`src/rtl/ntt_loop_ctrl_if.sv`:
```
// Handshake and loop-index bundle between the NTT loop sequencer and its
// consumers (twiddle address generator, data-address path).
interface ntt_loop_ctrl_if;
    logic       start;
    logic       KD_mode;
    logic       inv;
    logic       hold;
    logic [3:0] Run_mode;
    logic       KD_mode_q;
    logic [2:0] p;
    logic [6:0] k;
    logic [6:0] j;
    logic       r2;
    logic       bf_valid;
    logic       stage_last;
    logic       busy;
    logic       done;

    modport master (
        output start, KD_mode, inv, hold,
        input  Run_mode, KD_mode_q, p, k, j, r2, bf_valid, stage_last, busy, done
    );

    modport slave (
        input  start, KD_mode, inv, hold,
        output Run_mode, KD_mode_q, p, k, j, r2, bf_valid, stage_last, busy, done
    );
endinterface

```
`src/rtl/ntt_loop_ctrl.sv`:
```
// Loop-index sequencer for the shared Kyber/Dilithium NTT core: one butterfly slot per cycle.
// Optional inter-stage bubbles are built only when NTT_LOOP_STAGE_GAP_EN is defined.
module ntt_loop_ctrl #(
    parameter int STAGE_GAP = 4
) (
    input logic            clk,
    input logic            rst,
    ntt_loop_ctrl_if.slave bus
);
    if (STAGE_GAP < 1 || STAGE_GAP > 15) begin : g_gap_range
        $error("ntt_loop_ctrl: STAGE_GAP must be in 1..15");
    end

    typedef enum logic [1:0] {S_IDLE, S_RUN, S_GAP, S_DONE} state_t;

    state_t     state_q, state_d;
    logic       kd_q, kd_d, inv_q, inv_d;
    logic [2:0] p_q, p_d;
    logic [6:0] k_q, k_d, j_q, j_d;
    logic [3:0] mode_q, mode_d;
    logic       r2_q, r2_d, vld_q, vld_d, last_q, last_d;
    logic       busy_q, busy_d, done_q, done_d;
`ifdef NTT_LOOP_STAGE_GAP_EN
    logic [3:0] gap_q, gap_d;
`endif

    // Kyber's radix-4 stages use nonstandard bounds; Dilithium is a pure power-of-two split.
    function automatic logic [6:0] j_max(input logic kd, input logic [2:0] p);
        logic [6:0] r;
        if (kd) r = 7'h7f >> (3'd7 - p);
        else begin
            case (p)
                3'd3:    r = 7'd127;
                3'd2:    r = 7'd31;
                3'd1:    r = 7'd7;
                default: r = 7'd1;
            endcase
        end
        return r;
    endfunction

    function automatic logic [6:0] k_max(input logic kd, input logic [2:0] p);
        logic [6:0] r;
        if (kd) r = 7'h7f >> p;
        else begin
            case (p)
                3'd3:    r = 7'd0;
                3'd2:    r = 7'd1;
                3'd1:    r = 7'd7;
                default: r = 7'd31;
            endcase
        end
        return r;
    endfunction

    function automatic logic [3:0] run_code(input logic kd, input logic inv, input logic fin);
        return 4'd3 + {2'b00, kd, 1'b0} + {1'b0, inv, 2'b00} + {3'b000, fin};
    endfunction

    function automatic logic [2:0] final_p(input logic kd, input logic inv);
        return inv ? (kd ? 3'd7 : 3'd3) : 3'd0;
    endfunction

    always_comb begin
        state_d = state_q;
        kd_d    = kd_q;
        inv_d   = inv_q;
        p_d     = p_q;
        k_d     = k_q;
        j_d     = j_q;
        vld_d   = 1'b0;
        last_d  = 1'b0;
        done_d  = 1'b0;
        busy_d  = 1'b1;
        mode_d  = run_code(kd_q, inv_q, 1'b0);
`ifdef NTT_LOOP_STAGE_GAP_EN
        gap_d   = gap_q;
`endif
        case (state_q)
            S_IDLE: begin
                busy_d = 1'b0;
                mode_d = 4'd0;
                if (bus.start) begin
                    state_d = S_RUN;
                    kd_d    = bus.KD_mode;
                    inv_d   = bus.inv;
                    p_d     = bus.inv ? 3'd0 : (bus.KD_mode ? 3'd7 : 3'd3);
                    k_d     = 7'd0;
                    j_d     = 7'd0;
                    vld_d   = 1'b1;
                    busy_d  = 1'b1;
                    mode_d  = run_code(bus.KD_mode, bus.inv, 1'b0);
                end
            end
            S_RUN: begin
                if (last_q) begin
                    if (p_q == final_p(kd_q, inv_q)) begin
                        state_d = S_DONE;
                        done_d  = 1'b1;
                        mode_d  = run_code(kd_q, inv_q, 1'b1);
                    end else begin
                        p_d = inv_q ? p_q + 3'd1 : p_q - 3'd1;
                        k_d = 7'd0;
                        j_d = 7'd0;
`ifdef NTT_LOOP_STAGE_GAP_EN
                        state_d = S_GAP;
                        gap_d   = 4'(STAGE_GAP - 1);
`else
                        vld_d   = 1'b1;
`endif
                    end
                end else begin
                    vld_d = 1'b1;
                    if (j_q == j_max(kd_q, p_q)) begin
                        j_d = 7'd0;
                        k_d = k_q + 7'd1;
                    end else begin
                        j_d = j_q + 7'd1;
                    end
                end
            end
            S_GAP: begin
`ifdef NTT_LOOP_STAGE_GAP_EN
                if (gap_q == 4'd0) begin
                    state_d = S_RUN;
                    vld_d   = 1'b1;
                end else begin
                    gap_d = gap_q - 4'd1;
                end
`else
                state_d = S_IDLE;
`endif
            end
            S_DONE: begin
                state_d = S_IDLE;
                busy_d  = 1'b0;
                mode_d  = 4'd0;
            end
            default: state_d = S_IDLE;
        endcase
        // stage_last travels with the butterfly it marks, so derive it from the next indices
        if (vld_d) last_d = (j_d == j_max(kd_d, p_d)) && (k_d == k_max(kd_d, p_d));
        r2_d = busy_d & (kd_d | (p_d == 3'd3));
    end

    always_ff @(posedge clk or negedge rst) begin
        if (!rst) begin
            state_q <= S_IDLE;
            kd_q    <= 1'b0;
            inv_q   <= 1'b0;
            p_q     <= 3'd0;
            k_q     <= 7'd0;
            j_q     <= 7'd0;
            mode_q  <= 4'd0;
            r2_q    <= 1'b0;
            vld_q   <= 1'b0;
            last_q  <= 1'b0;
            busy_q  <= 1'b0;
            done_q  <= 1'b0;
`ifdef NTT_LOOP_STAGE_GAP_EN
            gap_q   <= 4'd0;
`endif
        end else if (!bus.hold) begin
            state_q <= state_d;
            kd_q    <= kd_d;
            inv_q   <= inv_d;
            p_q     <= p_d;
            k_q     <= k_d;
            j_q     <= j_d;
            mode_q  <= mode_d;
            r2_q    <= r2_d;
            vld_q   <= vld_d;
            last_q  <= last_d;
            busy_q  <= busy_d;
            done_q  <= done_d;
`ifdef NTT_LOOP_STAGE_GAP_EN
            gap_q   <= gap_d;
`endif
        end
    end

    assign bus.Run_mode   = mode_q;
    assign bus.KD_mode_q  = kd_q;
    assign bus.p          = p_q;
    assign bus.k          = k_q;
    assign bus.j          = j_q;
    assign bus.r2         = r2_q;
    assign bus.bf_valid   = vld_q;
    assign bus.stage_last = last_q;
    assign bus.busy       = busy_q;
    assign bus.done       = done_q;
endmodule

```
`src/flat_wrapper.sv`:
```
// flat-port wrapper written by rule: the top's interface ports become plain ports
module ntt_loop_ctrl_flat 
#(
    parameter int STAGE_GAP = 4
)
  (clk, rst, bus_start, bus_KD_mode, bus_inv, bus_hold, bus_Run_mode, bus_KD_mode_q, bus_p, bus_k, bus_j, bus_r2, bus_bf_valid, bus_stage_last, bus_busy, bus_done);
  ntt_loop_ctrl_if bus_i ();
  input logic clk;
  input logic rst;
  input wire logic [$bits(bus_i.start)-1:0] bus_start;
  input wire logic [$bits(bus_i.KD_mode)-1:0] bus_KD_mode;
  input wire logic [$bits(bus_i.inv)-1:0] bus_inv;
  input wire logic [$bits(bus_i.hold)-1:0] bus_hold;
  output wire logic [$bits(bus_i.Run_mode)-1:0] bus_Run_mode;
  output wire logic [$bits(bus_i.KD_mode_q)-1:0] bus_KD_mode_q;
  output wire logic [$bits(bus_i.p)-1:0] bus_p;
  output wire logic [$bits(bus_i.k)-1:0] bus_k;
  output wire logic [$bits(bus_i.j)-1:0] bus_j;
  output wire logic [$bits(bus_i.r2)-1:0] bus_r2;
  output wire logic [$bits(bus_i.bf_valid)-1:0] bus_bf_valid;
  output wire logic [$bits(bus_i.stage_last)-1:0] bus_stage_last;
  output wire logic [$bits(bus_i.busy)-1:0] bus_busy;
  output wire logic [$bits(bus_i.done)-1:0] bus_done;
  assign bus_i.start = bus_start;
  assign bus_i.KD_mode = bus_KD_mode;
  assign bus_i.inv = bus_inv;
  assign bus_i.hold = bus_hold;
  assign bus_Run_mode = bus_i.Run_mode;
  assign bus_KD_mode_q = bus_i.KD_mode_q;
  assign bus_p = bus_i.p;
  assign bus_k = bus_i.k;
  assign bus_j = bus_i.j;
  assign bus_r2 = bus_i.r2;
  assign bus_bf_valid = bus_i.bf_valid;
  assign bus_stage_last = bus_i.stage_last;
  assign bus_busy = bus_i.busy;
  assign bus_done = bus_i.done;
  ntt_loop_ctrl #(.STAGE_GAP(STAGE_GAP)) u_core (.clk(clk), .rst(rst), .bus(bus_i));
endmodule
```
`config.mk`:
```
export PLATFORM = sky130hd
export DESIGN_NAME = ntt_loop_ctrl_flat
export DESIGN_NICKNAME = d
export VERILOG_FILES = /design/src/rtl/ntt_loop_ctrl_if.sv /design/src/rtl/ntt_loop_ctrl.sv /design/src/flat_wrapper.sv
export SDC_FILE = /design/constraint.sdc
export NUM_CORES = 1
export LEC_CHECK = 0
export BUFFER_PORTS_ARGS = -buffer_cell sky130_fd_sc_hd__buf_2
export CAP_MARGIN = 15
export CORE_UTILIZATION = 60
export CTS_CLUSTER_SIZE = 25
export DETAILED_ROUTE_END_ITERATION = 10
export GPL_ROUTABILITY_DRIVEN = 0
export PLACE_DENSITY = 0.81
export REMOVE_ABC_BUFFERS = 1
export SYNTH_ARGS = -nofsm -noshare
export SYNTH_HDL_FRONTEND = slang
export SYNTH_SLANG_ARGS = --single-unit
```
`constraint.sdc`:
```
create_clock -name clk -period 4.66 [get_ports clk]
set_input_delay 0.233 -clock clk [delete_from_list [all_inputs] [get_ports clk]]
set_output_delay 0.233 -clock clk [all_outputs]
set_load 0.005 [all_outputs]
```
==> impl_metrics.py, run 1 <==
metrics = {
    "sta": {
        "hold-worst-slack_ps": -13.7,
        "finalMaxSlewViolations": 0,
        "skew_ps": 10.5,
        "finalHoldViolations": 22,
        "finalCriticalPeriod_ps": 3950,
        "max_freq_mhz": 253,
        "post-route-period-util_pct": 84.9,
        "setup_tns_ps": 0,
        "rsz0062_at_grt": "false",
        "max_slew_margin_pct": 43.1,
        "setup_viol": 0,
        "worstMarginPinSlew_ps": 853,
    },
    "routing": {
        "drtPass1Iterations": 5,
        "wirelength_um": 8260,
        "post_drt_via_cell_ratio": 6.56,
        "route.detailed.drc": 0,
        "vias": 3065,
        "routedWlPerCell_um": 17.7,
        "ant_nets": 0,
        "drt_iter0_drc": 307,
    },
    "global_route": {
        "grt_pass1_wl_um": 13200,
        "grt_pass1_vias": 2784,
        "grt_max_degree": 40,
        "grt-ovfl-total": 0,
        "antenna_found_initial": 0,
        "grtUsageTotal_pct": 31.9,
    },
    "power": {
        "leakage_uw": 0.00149,
        "p_per_area_mw_per_mm2": 469,
        "peakVddDrop_v": 0.000297,
    },
    "setup_path": {
        "end_kind": "register",
        "worstSetupStartpointType": "register",
        "cp_max_fo": 11,
        "r2r-end": "u_core.bus.stage_last$_DFFE_PN0N_",
        "slowest_delay_ps": 520,
        "crit_slowest_cell": "dfrtp_1",
        "worstSetupPathType": "reg2reg",
        "r2r-start": "u_core.bus.p[1]$_DFFE_PN0N_",
        "r2r_cells": 14,
        "cp.arrival_ps": 4190,
        "cp_cell_sequence": "inv_1 > ha_1 > inv_1 > ha_1 > xor2_1 > o21ai_0 > o2111a_1 > and4_1 > a21oi_1 > a21oi_1 > mux2_2 > a2111oi_2 > and4_1 > a22o_1",
        "critPathRequiredTime_ps": 4900,
        "regToRegSetupSlack_ps": 710,
    },
    "run_status": {
        "status": "finished, violations left",
        "violations": "hold timing",
    },
    "logic_synthesis": {
        "synth_common_cells": "nand2_1, dfrtp_1, nor2_1",
        "yosys.area.top_type_share_pct": 24.0,
        "ys_seq_elements": 30,
        "ys_seq_area_share_pct": 24.0,
        "avgSynthCellArea_um2": 8.17,
        "synth_area_leaders": "dfrtp_1, ha_1, nand2_1, a21oi_1, o21ai_0",
        "synth.distinct_cells": 79,
        "synth.cell_area_mm2": 0.00313,
        "synthArstFlopShare_pct": 100,
        "synth_edf_count": 0,
        "synth_top_area_cell": "dfrtp_1",
        "synthMostInstantiatedCell": "nand2_1",
        "synthCells": 383,
        "synth_ff_type": "dfrtp_1",
        "yosysWarnings": 0,
    },
    "clocking": {
        "clk_pin_slew_worst_paths_ps": 70,
        "cts_tree": "yes",
        "cts-root-buf": "clkbuf_8",
        "cts_buffer_depth": 2,
        "ctsResizeCount": 0,
        "cts_hold_buffers": 0,
        "clkLatencyLatePin_ps": 300,
        "cts_htree_levels": 2,
        "cts_sinks": 30,
        "cts_inserted_buffers": 5,
        "cts_setup_buffers": 0,
    },
    "worst_hold_path": {
        "hold_class": "in2async",
    },
    "finish": {
        "n_antenna_cell": 0,
        "instances_no_fill": 467,
        "nets": 422,
        "syn_to_final_growth_pct": 5.16,
        "stdcell_area_mm2": 0.00329,
        "drive_above_1_share_pct": 19.3,
    },
    "floorplanning": {
        "die_h_um": 74.2,
        "initial_core_util_pct": 64.2,
        "ios": 33,
        "rows": 25,
        "die_w_um": 74.2,
        "die_area_mm2": 0.00551,
        "core_mm2": 0.00488,
    },
    "placement": {
        "dpl.hpwl_um": 5930,
        "place_area_mm2": 0.00320,
        "io_buffers": 32,
        "place_inst": 459,
    },
    "job": {
        "maxCapViolCount": 0,
    },
}
[sequential cells by signal, indices dropped and copies added (netlist names), 2 cells and up]
name and flops:
u_core.bus.Run_mode 4, u_core.bus.j 7, u_core.bus.p 3, u_core.state_q 2, u_core.bus.k 7
[cells by family (layout without fill, tap and decap cells)]
logic type / Yosys count / count (layout) / share of synthesized area, %
buffers and inverters: 43 / 60 / 8.43
DFF: 30 / 30 / 24.0
AOI/OAI and AO/OA: 113 / 113 / 26.3
and+or+nand+nor: 152 / 152 / 25.1
muxes: 15 / 15 / 5.16
xor gates and xnor gates: 12 / 12 / 3.84
adders and majority gates: 18 / 18 / 7.11
[routing by layer]
layer  track usage, %  up-vias  wire length (µm)
li1                 -     1432                 -
met1             42.4     1459              3670
met2             49.7      140              3690
met3             6.10       34               623
met4             16.1        0               267
met5                0        -                 0
[power breakdown]
group / switching [µW] / leakage, µW / total (µW) / internal (µW)
Sequential: 155 / 0.000380 / 481 / 326
Combinational: 498 / 0.00106 / 838 / 340
Clock: 107 / 0.0000482 / 226 / 119
Total: 760 / 0.00149 / 1540 / 785
[worst max-delay path by stage]
stage | slack [ps] | end | from | depth (start not counted)
2_1_floorplan | 1270 | u_core.bus.stage_last$_DFFE_PN0N_ | u_core.inv_q$_DFFE_PN0P_ | 11
3_3_place_gp | 880 | u_core.bus.stage_last$_DFFE_PN0N_ | u_core.bus.p[1]$_DFFE_PN0N_ | 14
3_5_place_dp | 820 | u_core.bus.stage_last$_DFFE_PN0N_ | u_core.bus.p[1]$_DFFE_PN0N_ | 14
4_1_cts | 790 | u_core.bus.stage_last$_DFFE_PN0N_ | u_core.bus.p[1]$_DFFE_PN0N_ | 14
5_1_grt | 460 | u_core.bus.stage_last$_DFFE_PN0N_ | u_core.bus.p[1]$_DFFE_PN0N_ | 14
6_report | 710 | u_core.bus.stage_last$_DFFE_PN0N_ | u_core.bus.p[1]$_DFFE_PN0N_ | 14
[cell type report]
cell class | instances | area, µm²
clock buffers | 7 | 86.3
well taps | 67 | 83.8
repair buffers | 36 | 190
inverters | 16 | 60.1
flip-flops and latches | 30 | 751
multi-input cells | 310 | 2120
fillers | 421 | 1590
clock inverters | 1 | 5.00
[worst max-delay path: cells and delay by family (launching register included)]
family / cells / cell delay (ps)
buffers and inverters: 2 / 260
DFF: 1 / 520
xor gates and xnor gates: 1 / 140
muxes: 1 / 390
adders and majority gates: 2 / 380
AOI/OAI and AO/OA: 6 / 1540
and+or+nand+nor: 2 / 680
[through the flow]
stage | setup WS (ps) | power (µW) | utilization, % | hold slack (ps)
after floorplan | 1270 | 1020 | - | -62.6
after global placement | 882 | 1270 | 65.6 | 319
after detailed placement | 821 | 1300 | 65.6 | 327
after CTS | 787 | 1530 | 67.5 | 19.4
after global routing | 464 | 1650 | 67.5 | 40.7
final | 706 | 1540 | 67.5 | -13.7
[placed cells by master (no fill, tap or decap), types with 3 or more instances in the layout]
cell      count
nand2_1      45
buf_2        32
nor2_1       30
dfrtp_1      30
a21oi_1      25
o21ai_0      24
nor3_1       17
ha_1         17
inv_1        16
nand3_1      13
mux2i_1       9
a21o_1        8
and3_1        8
a31oi_1       7
clkbuf_8      6
xnor2_1       5
mux2_2        5
or2_2         5
xor2_1        5
o22ai_1       4
nand2b_1      4
nand4_1       4
buf_4         4
a211oi_1      3
and4_1        3
o31ai_1       3
a22o_1        3
No activity file was read; power rests on OpenSTA's default activity.
==> run 2: changes to the inputs <==
==> constraint.sdc (replaced) <==
create_clock -name clk -period 3.9 [get_ports clk]
set_input_delay 0.195 -clock clk [delete_from_list [all_inputs] [get_ports clk]]
set_output_delay 0.195 -clock clk [all_outputs]
set_load 0.005 [all_outputs]
==> run 2 against run 1 <==
Effect of this change:
- setup slack got worse by 470 ps
- maximum frequency is 8.0% higher
- wire length down 1.7%
- clock power increased by 19%
- the flow now finishes without violations
- sequential power increased by 17%
- utilization rose by 0.97 points
- via count is 1.2% lower
==> impl_metrics.py, run 2 (synthesis gave the netlist of run 1 again) <==
metrics = {
    "global_route": {
        "antenna_found_initial": 0,
        "grt_max_degree": 40,
        "grt_pass1_wl_um": 13100,
        "grtUsageTotal_pct": 31.5,
        "grt_pass1_vias": 2686,
        "grt-ovfl-total": 0,
    },
    "setup_path": {
        "cp_max_fo": 11,
        "cp.arrival_ps": 3850,
        "worst-path-buf-inv": 1,
        "critPathRequiredTime_ps": 4090,
        "r2r-end": "u_core.bus.stage_last$_DFFE_PN0N_",
        "r2r-start": "u_core.inv_q$_DFFE_PN0P_",
        "worstSetupStartpointType": "register",
        "critPathLaunch": "u_core.inv_q$_DFFE_PN0P_",
        "regToRegSetupSlack_ps": 240,
        "slowest_delay_ps": 530,
        "r2r_cells": 11,
        "cp_cell_sequence": "inv_1 > ha_1 > o31ai_4 > mux2_4 > a221o_1 > maj3_1 > o21ai_2 > mux2i_1 > a31oi_1 > and4_1 > a22o_1",
        "crit_slowest_cell": "dfrtp_1",
        "end_kind": "register",
        "worstSetupPathType": "reg2reg",
        "cp_top_family": "compound AO/OA/AOI/OAI gates",
    },
    "clocking": {
        "cts_inserted_buffers": 5,
        "cts-root-buf": "clkbuf_8",
        "clk_pin_slew_worst_paths_ps": 80,
        "ctsResizeCount": 0,
        "cts_htree_levels": 2,
        "cts_sinks": 30,
        "cts_tree": "yes",
        "clkLatencyLatePin_ps": 290,
        "cts_buffer_depth": 2,
    },
    "routing": {
        "wirelength_um": 8110,
        "drtPass1Iterations": 5,
        "post_drt_via_cell_ratio": 6.40,
        "route.detailed.drc": 0,
        "vias": 3029,
        "routedWlPerCell_um": 17.2,
        "ant_nets": 0,
        "drt_iter0_drc": 342,
    },
    "worst_hold_path": {
        "min_path_cells": 3,
        "hold_class": "in2reg",
        "hold_path_end": "u_core.bus.KD_mode_q$_DFFE_PN0N_",
        "min_from": "bus_KD_mode",
    },
    "floorplanning": {
        "die_h_um": 74.2,
        "core_mm2": 0.00488,
        "die_w_um": 74.2,
        "initial_core_util_pct": 64.2,
        "rows": 25,
        "ios": 33,
        "die_area_mm2": 0.00551,
    },
    "power": {
        "p_per_area_mw_per_mm2": 557,
        "finalPower_uw": 1860,
        "leakage_uw": 0.00151,
        "peakVddDrop_v": 0.000253,
    },
    "sta": {
        "finalMaxSlewViolations": 0,
        "finalHoldViolations": 0,
        "skew_ps": 11.4,
        "setup_tns_ps": 0,
        "post-route-period-util_pct": 93.9,
        "finalCriticalPeriod_ps": 3660,
        "max_slew_margin_pct": 50.8,
        "setup_ws_ps": 239,
        "max_freq_mhz": 273,
        "worstMarginPinSlew_ps": 738,
        "rsz0062_at_grt": "false",
        "setup_viol": 0,
    },
    "finish": {
        "final_common_cell": "nand2_1",
        "final_cell_mix": "nand2_1, buf_2, nor2_1, dfrtp_1, a21oi_1",
        "final-seq-area_um2": 751,
        "drive_above_1_share_pct": 20.2,
        "stdcell_area_mm2": 0.00334,
        "syn_to_final_growth_pct": 6.67,
        "multi_input_area_mm2": 0.00212,
        "nets": 428,
        "n_antenna_cell": 0,
        "fill_cells": 435,
    },
    "placement": {
        "place_area_mm2": 0.00324,
        "dpl.hpwl_um": 5870,
        "pre_cts_ws_ps": 280,
        "io_buffers": 32,
    },
    "job": {
        "maxCapViolCount": 0,
    },
    "run_status": {
        "status": "finished clean",
    },
}
## run 2: cell count changes in the layout (fill, tap and decap cells not counted)
| cell | before | now |
|---|---|---|
| buf_4 | 4 | 9 |
| dlygate4sd3_1 | 0 | 1 |
## run 2: how the worst max path moves through the flow
stage | end | cells past startpoint
after floorplan | u_core.bus.stage_last$_DFFE_PN0N_ | 11
after global placement | u_core.bus.stage_last$_DFFE_PN0N_ | 11
after detailed placement | u_core.bus.stage_last$_DFFE_PN0N_ | 11
after CTS | u_core.bus.stage_last$_DFFE_PN0N_ | 11
after global routing | u_core.bus.stage_last$_DFFE_PN0N_ | 12
final | u_core.bus.stage_last$_DFFE_PN0N_ | 11
## run 2: cell type report
type	count	share of cell area, %
clock buffer	7	2.59
multi-input combinational	310	63.4
sequential	30	22.5
inverter	16	1.80
timing repair buffer	42	7.12
clock inverter	1	0.150
tap	67	2.51
## run 2: power by group
part	switching (µW)	total, µW	internal (µW)	leakage (µW)
combinational	609	1030	422	0.00109
sequential	171	561	390	0.000380
clock	128	270	142	0.0000482
total	907	1860	954	0.00151
## run 2: metal layers
layer	GRT usage [%]	vias up	part of all wire, %
met1	43.5	1399	45
met4	12.4	0	2.2
li1	-	1449	-
met5	0	-	0
met2	49.1	160	44
met3	5.56	21	8.4
## run 2: through the flow
| step | util [%] | instances | hold WS, ps |
|---|---|---|---|
| 2_1_floorplan | - | 356 | -101 |
| 3_3_place_gp | 66.4 | 464 | 279 |
| 3_5_place_dp | 66.4 | 464 | 289 |
| 4_1_cts | 68.4 | 473 | 222 |
| 5_1_grt | 68.4 | 473 | 265 |
| 6_report | 68.4 | 473 | 229 |
## run 2: worst min-delay path, stage by stage
cell and delay, ps:
buf_2 150, nand2_1 60, o21ai_0 70
## run 2: timing repair
item                                   CTS  global route
hold buffers                             1             0
buffers inserted                         0             0
endpoints found under the hold margin   30             0
==> run 3: changes to the inputs <==
--- a/config.mk
+++ b/config.mk
@@ -6,11 +6,11 @@
 export NUM_CORES = 1
 export LEC_CHECK = 0
 export BUFFER_PORTS_ARGS = -buffer_cell sky130_fd_sc_hd__buf_2
-export CAP_MARGIN = 15
+export CAP_MARGIN = 20
+export CORE_MARGIN = 2
 export CORE_UTILIZATION = 60
 export CTS_CLUSTER_SIZE = 25
 export DETAILED_ROUTE_END_ITERATION = 10
-export GPL_ROUTABILITY_DRIVEN = 0
 export PLACE_DENSITY = 0.81
 export REMOVE_ABC_BUFFERS = 1
 export SYNTH_ARGS = -nofsm -noshare
==> run 3 against run 2 <==
Effect of this change:
- first-iteration DRC count increased by 19%
- flip-flop and latch count stayed put
- maximum frequency is 1.6% higher
- cell area is 1.5% higher
- clock skew decreased by 4.3 ps
- worst hold slack worse by 12 ps
- cell count grew 1.5%
- critical path type unchanged
- critical endpoint unchanged
- highest routed layer unchanged
==> impl_metrics.py, run 3 (synthesis gave the netlist of run 1 again) <==
metrics = {
    "power": {
        "seqPwrFrac_pct": 29.0,
        "sw_frac_of_total_pct": 47.6,
        "p_comb_share_pct": 54.4,
        "power.internal_uw": 1010,
        "leakage_uw": 0.00154,
        "p_switching_uw": 920,
        "p_per_area_mw_per_mm2": 569,
        "clkPwrFrac_pct": 16.6,
        "peakVddDrop_v": 0.000297,
    },
    "sta": {
        "post-route-period-util_pct": 92.4,
        "finalCriticalPeriod_ps": 3600,
        "setup_viol": 0,
        "skew_ps": 7.05,
        "max_slew_margin_pct": 50.0,
        "max_freq_mhz": 278,
        "finalMaxSlewViolations": 0,
        "worstMarginPinSlew_ps": 750,
        "finalHoldViolations": 0,
        "setup_tns_ps": 0,
        "rsz0062_at_grt": "false",
    },
    "job": {
        "maxCapViolCount": 0,
    },
    "finish": {
        "n_antenna_cell": 0,
        "final_common_cell": "nand2_1",
        "instances_no_fill": 480,
        "fill_cells": 439,
        "multi_input_area_mm2": 0.00212,
        "nets": 432,
        "syn_to_final_growth_pct": 8.31,
        "final-seq-area_um2": 751,
        "final_cell_mix": "nand2_1, buf_2, nor2_1, dfrtp_1, a21oi_1",
        "post-route-util_pct": 66.8,
        "drive_above_1_share_pct": 21.2,
    },
    "floorplanning": {
        "die_area_mm2": 0.00581,
        "core_mm2": 0.00507,
        "die_h_um": 76.2,
        "initial_core_util_pct": 61.7,
        "ios": 33,
        "die_w_um": 76.2,
        "rows": 26,
    },
    "routing": {
        "routedWlPerCell_um": 17.3,
        "drtPass1Iterations": 6,
        "drt_iter0_drc": 407,
        "vias": 3081,
        "post_drt_via_cell_ratio": 6.42,
        "ant_nets": 0,
        "route.detailed.drc": 0,
        "wirelength_um": 8300,
    },
    "clocking": {
        "cts-root-buf": "clkbuf_8",
        "clk_pin_slew_worst_paths_ps": 80,
        "cts_htree_levels": 2,
        "cts_tree": "yes",
        "cts_sinks": 30,
        "cts_inserted_buffers": 5,
        "cts_setup_buffers": 0,
        "cts_buffer_depth": 2,
        "clkLatencyLatePin_ps": 290,
    },
    "global_route": {
        "grtUsageTotal_pct": 29.5,
        "grt_pass1_wl_um": 14100,
        "grt-ovfl-total": 0,
        "grt_pass1_vias": 2867,
        "grt_max_degree": 40,
        "antenna_found_initial": 0,
    },
    "setup_path": {
        "end_kind": "register",
        "r2r-start": "u_core.inv_q$_DFFE_PN0P_",
        "worstSetupPathType": "reg2reg",
        "critPathRequiredTime_ps": 4130,
        "cp.arrival_ps": 3830,
        "cp_max_fo": 9,
        "worstSetupStartpointType": "register",
        "critPathLaunch": "u_core.inv_q$_DFFE_PN0P_",
    },
    "run_status": {
        "status": "finished clean",
    },
    "placement": {
        "dpl.hpwl_um": 6040,
        "place_congestion": 0.962,
        "io_buffers": 32,
        "place_inst": 471,
    },
    "worst_hold_path": {
        "min_from": "bus_inv",
        "hold_class": "in2reg",
    },
}
run 3: power by group through the flow:
stage / Clock, µW / Combinational (µW) / Sequential [µW]
floorplan: 0 / 677 / 539
global placement: 0 / 997 / 551
detailed placement: 0 / 1030 / 558
CTS: 321 / 1030 / 553
global route: 337 / 1160 / 580
finish: 320 / 1050 / 560
run 3: final cells by class:
type / instances / share of cell area (%)
well taps: 70 / 2.58
clock buffers: 5 / 2.03
clock inverters: 3 / 1.18
inverters: 16 / 1.77
repair buffers: 46 / 7.90
multi-input cells: 310 / 62.4
flip-flops and latches: 30 / 22.1
run 3: layer usage:
layer	global-route usage [%]	part of all wire (%)
met1	41.2	43
met2	47.0	46
met3	4.27	8.4
met4	10.2	2.6
met5	0	0
run 3: path summary, 6_finish.rpt:
check	endpoint	slack (ps)	cells after the start
max	u_core.bus.stage_last$_DFFE_PN0N_	300	11
min	u_core.inv_q$_DFFE_PN0P_	220	3
max reg2reg	u_core.bus.stage_last$_DFFE_PN0N_	300	11
min reg2reg	u_core.bus.Run_mode[0]$_DFFE_PN0N_	480	2
max in group asynchronous	u_core.bus.j[3]$_DFFE_PN0N_	2960	2
min in group asynchronous	u_core.bus.k[6]$_DFFE_PN0N_	480	2
run 3: timing repair:
item	4_1_cts	5_1_grt
hold endpoints to repair	30	0
resized for setup	0	0
hold buffers	1	0
run 3: stage by stage:
stage / instance area, µm² / total power, µW / hold slack [ps] / setup slack, ps
floorplan: 2930 / 1220 / -101 / 512
global placement: 3270 / 1550 / 269 / 437
detailed placement: 3270 / 1580 / 284 / 369
CTS: 3390 / 1910 / 213 / 358
global route: 3390 / 2080 / 238 / 97.3
finish: 3390 / 1930 / 218 / 298
run 3: worst max-delay path: stages, from the launching register on:
cell	delay, ps
dfrtp_1	520
inv_1	170
ha_1	400
or4_2	760
o21ai_2	460
nand2_1	100
o211a_1	170
a21oi_1	160
mux2i_1	120
a2111oi_2	340
and4_1	220
a22o_1	120
